**config.mk**
```make
export PLATFORM = sky130hd
export DESIGN_NAME = vga_timing_gen
export DESIGN_NICKNAME = d
export VERILOG_FILES = /design/src/rtl/vga_timing_gen.sv
export SDC_FILE = /design/constraint.sdc
export NUM_CORES = 1
export LEC_CHECK = 0
export ABC_AREA = 1
export BUFFER_PORTS_ARGS = -buffer_cell sky130_fd_sc_hd__buf_4
export CORE_MARGIN = 2
export CORE_UTILIZATION = 35
export DETAILED_ROUTE_END_ITERATION = 12
export PLACE_DENSITY = 0.6
export SETUP_SLACK_MARGIN = 0.1
export SYNTH_ARGS = -nofsm -noshare
export SYNTH_HDL_FRONTEND = slang
export SYNTH_SLANG_ARGS = --single-unit
```
**constraint.sdc**
```tcl
create_clock -name clk -period 4.2 [get_ports clk]
set_clock_uncertainty 0.05 [all_clocks]
set_input_delay 0.63 -clock clk [delete_from_list [all_inputs] [get_ports clk]]
set_output_delay 0.63 -clock clk [all_outputs]
set_load 0.02 [all_outputs]
```
**src/rtl/vga_timing_gen.sv**
```systemverilog
// Parametrised raster timing generator: counts pixels/lines on a clock-enabled
// pixel clock and emits registered syncs, active-area coordinates and frame strobes.
module vga_timing_gen #(
  parameter int unsigned H_ACTIVE = 640,
  parameter int unsigned H_FP     = 24,
  parameter int unsigned H_SYNC   = 40,
  parameter int unsigned H_BP     = 128,
  parameter int unsigned V_ACTIVE = 480,
  parameter int unsigned V_FP     = 9,
  parameter int unsigned V_SYNC   = 3,
  parameter int unsigned V_BP     = 28,
  parameter bit          HS_POL   = 1'b0,
  parameter bit          VS_POL   = 1'b0,
  parameter int unsigned CW       = 10,
  parameter int unsigned FCW      = 8
) (
  input  logic           clk,
  input  logic           reset,
  input  logic           ce,
  output logic           hsync,
  output logic           vsync,
  output logic           activevideo,
  output logic [CW-1:0]  x_px,
  output logic [CW-1:0]  y_px,
  output logic           line_start,
  output logic           frame_start,
  output logic           end_frame,
  output logic [FCW-1:0] frame_cnt
);

  localparam int unsigned HBLANK = H_FP + H_SYNC + H_BP;
  localparam int unsigned HTOTAL = HBLANK + H_ACTIVE;
  localparam int unsigned VBLANK = V_FP + V_SYNC + V_BP;
  localparam int unsigned VTOTAL = VBLANK + V_ACTIVE;

  if ((64'(1) << CW) < 64'(HTOTAL)) begin : g_h_width_chk
    $error("vga_timing_gen: CW too narrow for HTOTAL");
  end
  if ((64'(1) << CW) < 64'(VTOTAL)) begin : g_v_width_chk
    $error("vga_timing_gen: CW too narrow for VTOTAL");
  end

  logic [CW-1:0] hc;
  logic [CW-1:0] vc;

  logic h_last_c;
  logic v_last_c;
  logic hs_on_c;
  logic vs_on_c;
  logic act_c;
  logic line_first_c;

  // Decode of the current counter position; registered into outputs on ce.
  always_comb begin
    h_last_c     = (hc == CW'(HTOTAL - 1));
    v_last_c     = (vc == CW'(VTOTAL - 1));
    hs_on_c      = (hc >= CW'(H_FP)) && (hc < CW'(H_FP + H_SYNC));
    vs_on_c      = (vc >= CW'(V_FP)) && (vc < CW'(V_FP + V_SYNC));
    act_c        = (hc >= CW'(HBLANK)) && (vc >= CW'(VBLANK));
    line_first_c = act_c && (hc == CW'(HBLANK));
  end

  always_ff @(posedge clk or posedge reset) begin
    if (reset) begin
      hc          <= '0;
      vc          <= '0;
      hsync       <= ~HS_POL;
      vsync       <= ~VS_POL;
      activevideo <= 1'b0;
      x_px        <= '0;
      y_px        <= '0;
      line_start  <= 1'b0;
      frame_start <= 1'b0;
      end_frame   <= 1'b0;
      frame_cnt   <= '0;
    end else begin
      // Strobes drop on every clk without ce; levels simply hold.
      line_start  <= 1'b0;
      frame_start <= 1'b0;
      end_frame   <= 1'b0;
      if (ce) begin
        if (h_last_c) begin
          hc <= '0;
          vc <= v_last_c ? '0 : vc + CW'(1);
        end else begin
          hc <= hc + CW'(1);
        end
        hsync       <= hs_on_c ? HS_POL : ~HS_POL;
        vsync       <= vs_on_c ? VS_POL : ~VS_POL;
        activevideo <= act_c;
        x_px        <= act_c ? hc - CW'(HBLANK) : '0;
        y_px        <= act_c ? vc - CW'(VBLANK) : '0;
        line_start  <= line_first_c;
        frame_start <= line_first_c && (vc == CW'(VBLANK));
        end_frame   <= h_last_c && v_last_c;
        if (h_last_c && v_last_c) begin
          frame_cnt <= frame_cnt + FCW'(1);
        end
      end
    end
  end

endmodule

```
==> impl_metrics.csv, run 1 <==
group,metric,value,unit
status,status,"finished clean",
timing,min_period_over_period,44.8,%
clocking,htree_levels,2,
die,die_area,9010,µm²
setup_path,cp_max_fo,24,
timing,setup_violations,0,
timing,hold_viol,0,
global_routing,grt_pass1_wl,10800,µm
die,num_rows,33,
die,dieHeight,94.9,µm
placed_design,place_hpwl,4640,µm
die,pin_count,37,
synth,synth_seq_cells,54,
synth,yosysWarnings,0,
synth,syn_nets,353,
synth,synth_area,2890,µm²
timing,rsz0062_at_grt,"no",
synth,yosysSeqAreaShare,46.8,%
global_routing,globalRouteTotalUtil,15.3,%
detailed_routing,viasPerCell,4.66,
die,start_util,35.7,%
power,power_density,456,nW/µm²
clocking,clk_latency,0.31,ns
detailed_routing,drc_errors,0,
clocking,clk_pin_slew,0.10,ns
global_routing,antenna_found_initial,0,
detailed_routing,first_pass_iters,4,
finish,n_antenna_cell,0,
timing,worst_slack,2.32,ns
global_routing,first_global_vias,2139,
setup_path,cp.required,4.36,ns
clocking,cts-root-buf,"clkbuf_8",
finish,final_common_cell,"nand2_1",
setup_path,critical_path_class,"input port to register",
placed_design,routabilityCongestion,0.800,
die,core,8090,µm²
global_routing,grt_start_max_net_pins,55,
detailed_routing,wl,6350,µm
finish,final_cell_mix,"nand2_1 (88), dfrtp_1 (52), inv_1 (39)",
clocking,ctsHoldBuffers,0,
detailed_routing,first_iter_violations,146,
job,cap_viol_max_count,0,
timing,tns,0,ns
timing,tightest_slew,0.693,ns
detailed_routing,ant_nets,0,
clocking,cts.path.max_buffers,2,
detailed_routing,vias,2248,
clocking,cts.repair.resized,0,
placed_design,place_inst,474,
finish,design_area,3360,µm²
clocking,numCtsBuffers,5,
power,power_leakage,1.81,nW
finish,final_util,41.5,%
finish,syn_to_final_growth,16.0,%
timing,fmax,0.532,GHz
timing,final.min_clock_period,1.88,ns
hold_path,hold_class,"register to register",
detailed_routing,wl_per_cell,13.2,µm
setup_path,worst_setup_path_start_kind,"input port",
finish,drive_above_1_share,19.1,%
placed_design,placed_area,3250,µm²
synth,async_flop_share,100,%
clocking,cts.sinks,54,
synth,synth_edf_count,0,
synth,yosysUniqueCellTypes,36,
synth,synth_ff_type,"dfrtp_1",
clocking,cts_tree,"done",
die,die_x,94.9,µm
global_routing,grt_overflow_total,0,
timing,slew_headroom,53.8,%
setup_path,cp-end-kind,"register",
finish,final_nets,390,
finish,fill_cells,834,
placed_design,io_buffer_count,36,
synth,avgSynthCellArea,8.53,µm²
clocking,cts_setup_buffers,0,
finish,stdcell_count,482,
placed_design,dp_slack,1.94,ns
synth,synth_cells,339,
timing,final_max_slew_viol_count,0,
power,vdd_ir_drop_max,0.209,mV
setup_path,worstPathArrival,2.04,ns
==> layer usage <==
metal | routed length [µm] | part of all wire (%) | GRT usage, % | up-vias
li1 | - | - | - | 1140
met1 | 3110 | 49 | 22.5 | 1064
met5 | 0 | 0 | 0 | -
met4 | 54 | 0.85 | 3.86 | 0
met3 | 175 | 2.8 | 2.47 | 5
met2 | 3010 | 47 | 23.6 | 39
==> report_power, final <==
group	leakage (nW)	total, mW	internal [mW]	switching, mW
registers	0.654	0.706	0.623	0.0835
logic	1.09	0.473	0.176	0.297
clock network	0.0579	0.349	0.176	0.174
total	1.81	1.53	0.975	0.554
==> flip-flops by register name, indices dropped and copies added, names as in the netlist <==
name / cells
frame_start: 1
end_frame: 1
activevideo: 1
vsync: 1
line_start: 1
y_px: 10
frame_cnt: 8
hsync: 1
hc: 10
vc: 10
x_px: 10
==> cell usage after synthesis, types with 3 or more instances <==
cell type / number / area, µm²
nand2_1: 88 / 330
dfrtp_1: 52 / 1300
inv_1: 40 / 150
nor2_1: 29 / 109
nand3_1: 24 / 120
o21ai_0: 22 / 110
xor2_1: 14 / 123
ha_1: 11 / 138
nand4_1: 8 / 50.1
nor3_1: 5 / 25.0
a21oi_1: 4 / 20.0
nand2_4: 4 / 45.0
nand3_2: 4 / 40.0
inv_2: 3 / 11.3
nand2_2: 3 / 18.8
==> kinds of logic (layout without fill, tap and decap cells) <==
family,after synthesis,after routing,synth area share [%]
AND/OR/NAND/NOR,174,174,29.2
flip-flops,54,54,46.8
XOR/XNOR,17,17,5.67
buffers and inverters,52,90,7.91
AO/OA/AOI/OAI,31,31,5.67
adder cells (fa/ha/maj),11,11,4.76
==> final cells by class <==
cell class | count | area, µm² | area share, %
sequential | 54 | 1350 | 40.3
multi-input combinational | 233 | 1310 | 39.0
timing repair buffer | 37 | 278 | 8.28
inverter | 45 | 174 | 5.18
tap | 105 | 131 | 3.91
clock buffer | 5 | 68.8 | 2.05
clock inverter | 3 | 40.0 | 1.19
==> per-stage QoR <==
| stage | hold WS, ns | power (mW) |
|---|---|---|
| 2_1_floorplan | 0.457 | 1.02 |
| 3_3_place_gp | 0.428 | 1.19 |
| 3_5_place_dp | 0.424 | 1.19 |
| 4_1_cts | 0.450 | 1.55 |
| 5_1_grt | 0.465 | 1.64 |
| 6_report | 0.444 | 1.53 |
==> path summary, 6_finish.rpt <==
kind,start,slack [ns],endpoint,cells after the start
hold / removal,x_px[1],0.44,x_px[1],2
max in group asynchronous,reset,3.19,hc[3],3
min in group asynchronous,reset,0.46,end_frame,3
setup reg to reg,hc[6],2.37,vc[1],7
setup / recovery,ce,2.32,frame_start,7
hold reg to reg,x_px[1],0.44,x_px[1],2
==> worst max-delay path, cell delays in order <==
cell     delay [ns]
buf_4          0.18
inv_1          0.52
a21oi_1        0.11
nand2_2        0.28
inv_1          0.15
nand2_1        0.11
nor2_1         0.05
No activity file was read; power rests on OpenSTA's default activity.
==> run 2: changes to the inputs <==
- PLACE_DENSITY: 0.6 -> 0.62
- clock period: 4.2 -> 1.6 ns (I/O delays scaled with it)
==> run 2 against run 1 <==
Against the previous run:
- flip-flop and latch count is the same
- critical endpoint is now frame_cnt[0]
- highest routed layer unchanged
- sequential power grew to 2.6 times the previous value
- non-clock buffer count grew 26
- global-route usage grew 0.16 points
- die area is the same
- wire length grew 3.3%
==> impl_metrics.csv, run 2 (synthesized netlist as in run 1, its figures left out) <==
group,metric,value,unit
clocking,clk_pin_slew,0.10,ns
timing,hold_viol,0,
die,num_rows,33,
timing,min_period_over_period,95.2,%
power,power_leakage,1.96,nW
clocking,cts.sinks,54,
global_routing,grt_start_max_net_pins,55,
global_routing,grt_overflow_total,0,
setup_path,worstPathArrival,1.67,ns
setup_path,critical_path_class,"register to register",
timing,final_max_slew_viol_count,0,
status,status,"finished clean",
setup_path,cp_max_fo,8,
detailed_routing,first_iter_violations,140,
setup_path,slowest_delay,0.39,ns
setup_path,path_cells,"ha_2, nand2_2, nor2_4, nand2_4, nor2_8, buf_12, nand2_8, xnor2_2",
placed_design,dp_slack,-0.0681,ns
setup_path,slowest_stage,"dfrtp_1",
finish,stdcell_count,508,
detailed_routing,wl_per_cell,12.9,µm
detailed_routing,wl,6560,µm
power,power_density,1140,nW/µm²
detailed_routing,drc_errors,0,
timing,rsz0062_at_grt,"yes",
detailed_routing,vias,2373,
power,p_comb_share,35.5,%
power,sw_frac_of_total,36.5,%
finish,seqCellArea,1360,µm²
setup_path,critPathBufInv,1,
timing,tightest_slew,0.289,ns
power,p_seq_share,42.9,%
timing,final.min_clock_period,1.52,ns
placed_design,routabilityCongestion,0.834,
die,core,8090,µm²
clocking,cts.path.max_buffers,2,
clocking,htree_levels,2,
detailed_routing,ant_nets,0,
die,dieHeight,94.9,µm
setup_path,crit_family,"simple AND/OR/NAND/NOR gates",
global_routing,grt_pass1_wl,11000,µm
clocking,cts-root-buf,"clkbuf_8",
timing,setup_violations,0,
clocking,numCtsBuffers,5,
finish,drive_above_1_share,32.8,%
detailed_routing,first_pass_iters,4,
job,cap_viol_max_count,0,
die,die_area,9010,µm²
timing,slew_headroom,80.6,%
die,start_util,35.7,%
finish,n_antenna_cell,0,
timing,tns,0,ns
timing,fmax,0.657,GHz
finish,final_cell_mix,"nand2_1 (81), buf_4 (57), dfrtp_1 (49)",
finish,fill_cells,814,
global_routing,antenna_found_initial,0,
global_routing,globalRouteTotalUtil,15.5,%
setup_path,worst_setup_path_start_kind,"register",
finish,final_nets,416,
clocking,cts_tree,"done",
hold_path,hold_class,"input port to register",
global_routing,first_global_vias,2268,
power,p_switching,1.56,mW
clocking,clk_latency,0.31,ns
finish,multi_input_area,1460,µm²
power,internal-power,2.72,mW
placed_design,place_inst,486,
power,pwr-share-clk,21.6,%
finish,syn_to_final_growth,30.5,%
placed_design,io_buffer_count,36,
detailed_routing,viasPerCell,4.67,
power,vdd_ir_drop_max,0.488,mV
timing,worst_slack,0.0772,ns
setup_path,cp-end-kind,"register",
setup_path,cp.required,1.75,ns
die,die_x,94.9,µm
placed_design,place_hpwl,4560,µm
die,pin_count,37,
finish,final_common_cell,"nand2_1",
## run 2: cell types whose count changed in the layout (fill, tap and decap cells not counted), sizes merged
cell | before | now
dlygate4sd3 | 0 | 1
clkinv | 4 | 2
inv | 43 | 44
clkinvlp | 0 | 1
buf | 37 | 62
## run 2: repair_timing
item	in CTS	in global routing
hold buffers	1	0
setup endpoints to repair	15	44
endpoints found under the hold margin	52	0
buffers inserted	5	8
pin swaps	2	8
resized for setup	7	63
## run 2: power by group through the flow
stage / clock, mW / sequential [mW] / combinational [mW]
2_1_floorplan: 0 / 2.03 / 0.651
3_3_place_gp: 0 / 1.84 / 1.32
3_5_place_dp: 0 / 1.86 / 1.32
4_1_cts: 0.947 / 1.83 / 1.39
5_1_grt: 1.01 / 1.88 / 1.70
6_report: 0.927 / 1.84 / 1.52
## run 2: through the flow
stage	cell area, µm²	hold WS, ns	power (mW)	utilization [%]
floorplan	2900	0.257	2.68	-
global placement	3380	0.289	3.16	41.7
detailed placement	3380	0.293	3.18	41.7
CTS	3560	0.217	4.17	44.0
global route	3780	0.228	4.60	46.7
finish	3780	0.226	4.29	46.7
## run 2: area by class of cell
class	instances	area share [%]
multi-input combinational	233	38.8
sequential	54	36.0
timing repair buffer	63	14.0
inverter	45	4.90
tap	105	3.48
clock buffer	5	1.82
clock inverter	3	1.06
## run 2: path summary, 6_finish.rpt
path,startpoint,to,slack [ns],cells past startpoint
worst max-delay path,hc[0],frame_cnt[0],0.08,8
worst min register to register,x_px[8],x_px[8],0.44,2
min in group asynchronous,reset,activevideo,0.50,4
worst min-delay path,ce,hsync,0.23,3
worst max register to register,hc[0],frame_cnt[0],0.08,8
max in group asynchronous,reset,hsync,0.71,4
## run 2: layer usage
metal / share of wire, % / GRT usage (%)
met1: 49 / 21.7
met2: 46 / 24.8
met3: 4.4 / 2.71
met4: 0.67 / 4.23
met5: 0 / 0
## run 2: worst min-delay path, delay by kind of cell
| kind | cells | cell delay, ns |
|---|---|---|
| buffers and inverters | 2 | 0.20 |
| AOI/OAI and AO/OA | 1 | 0.11 |
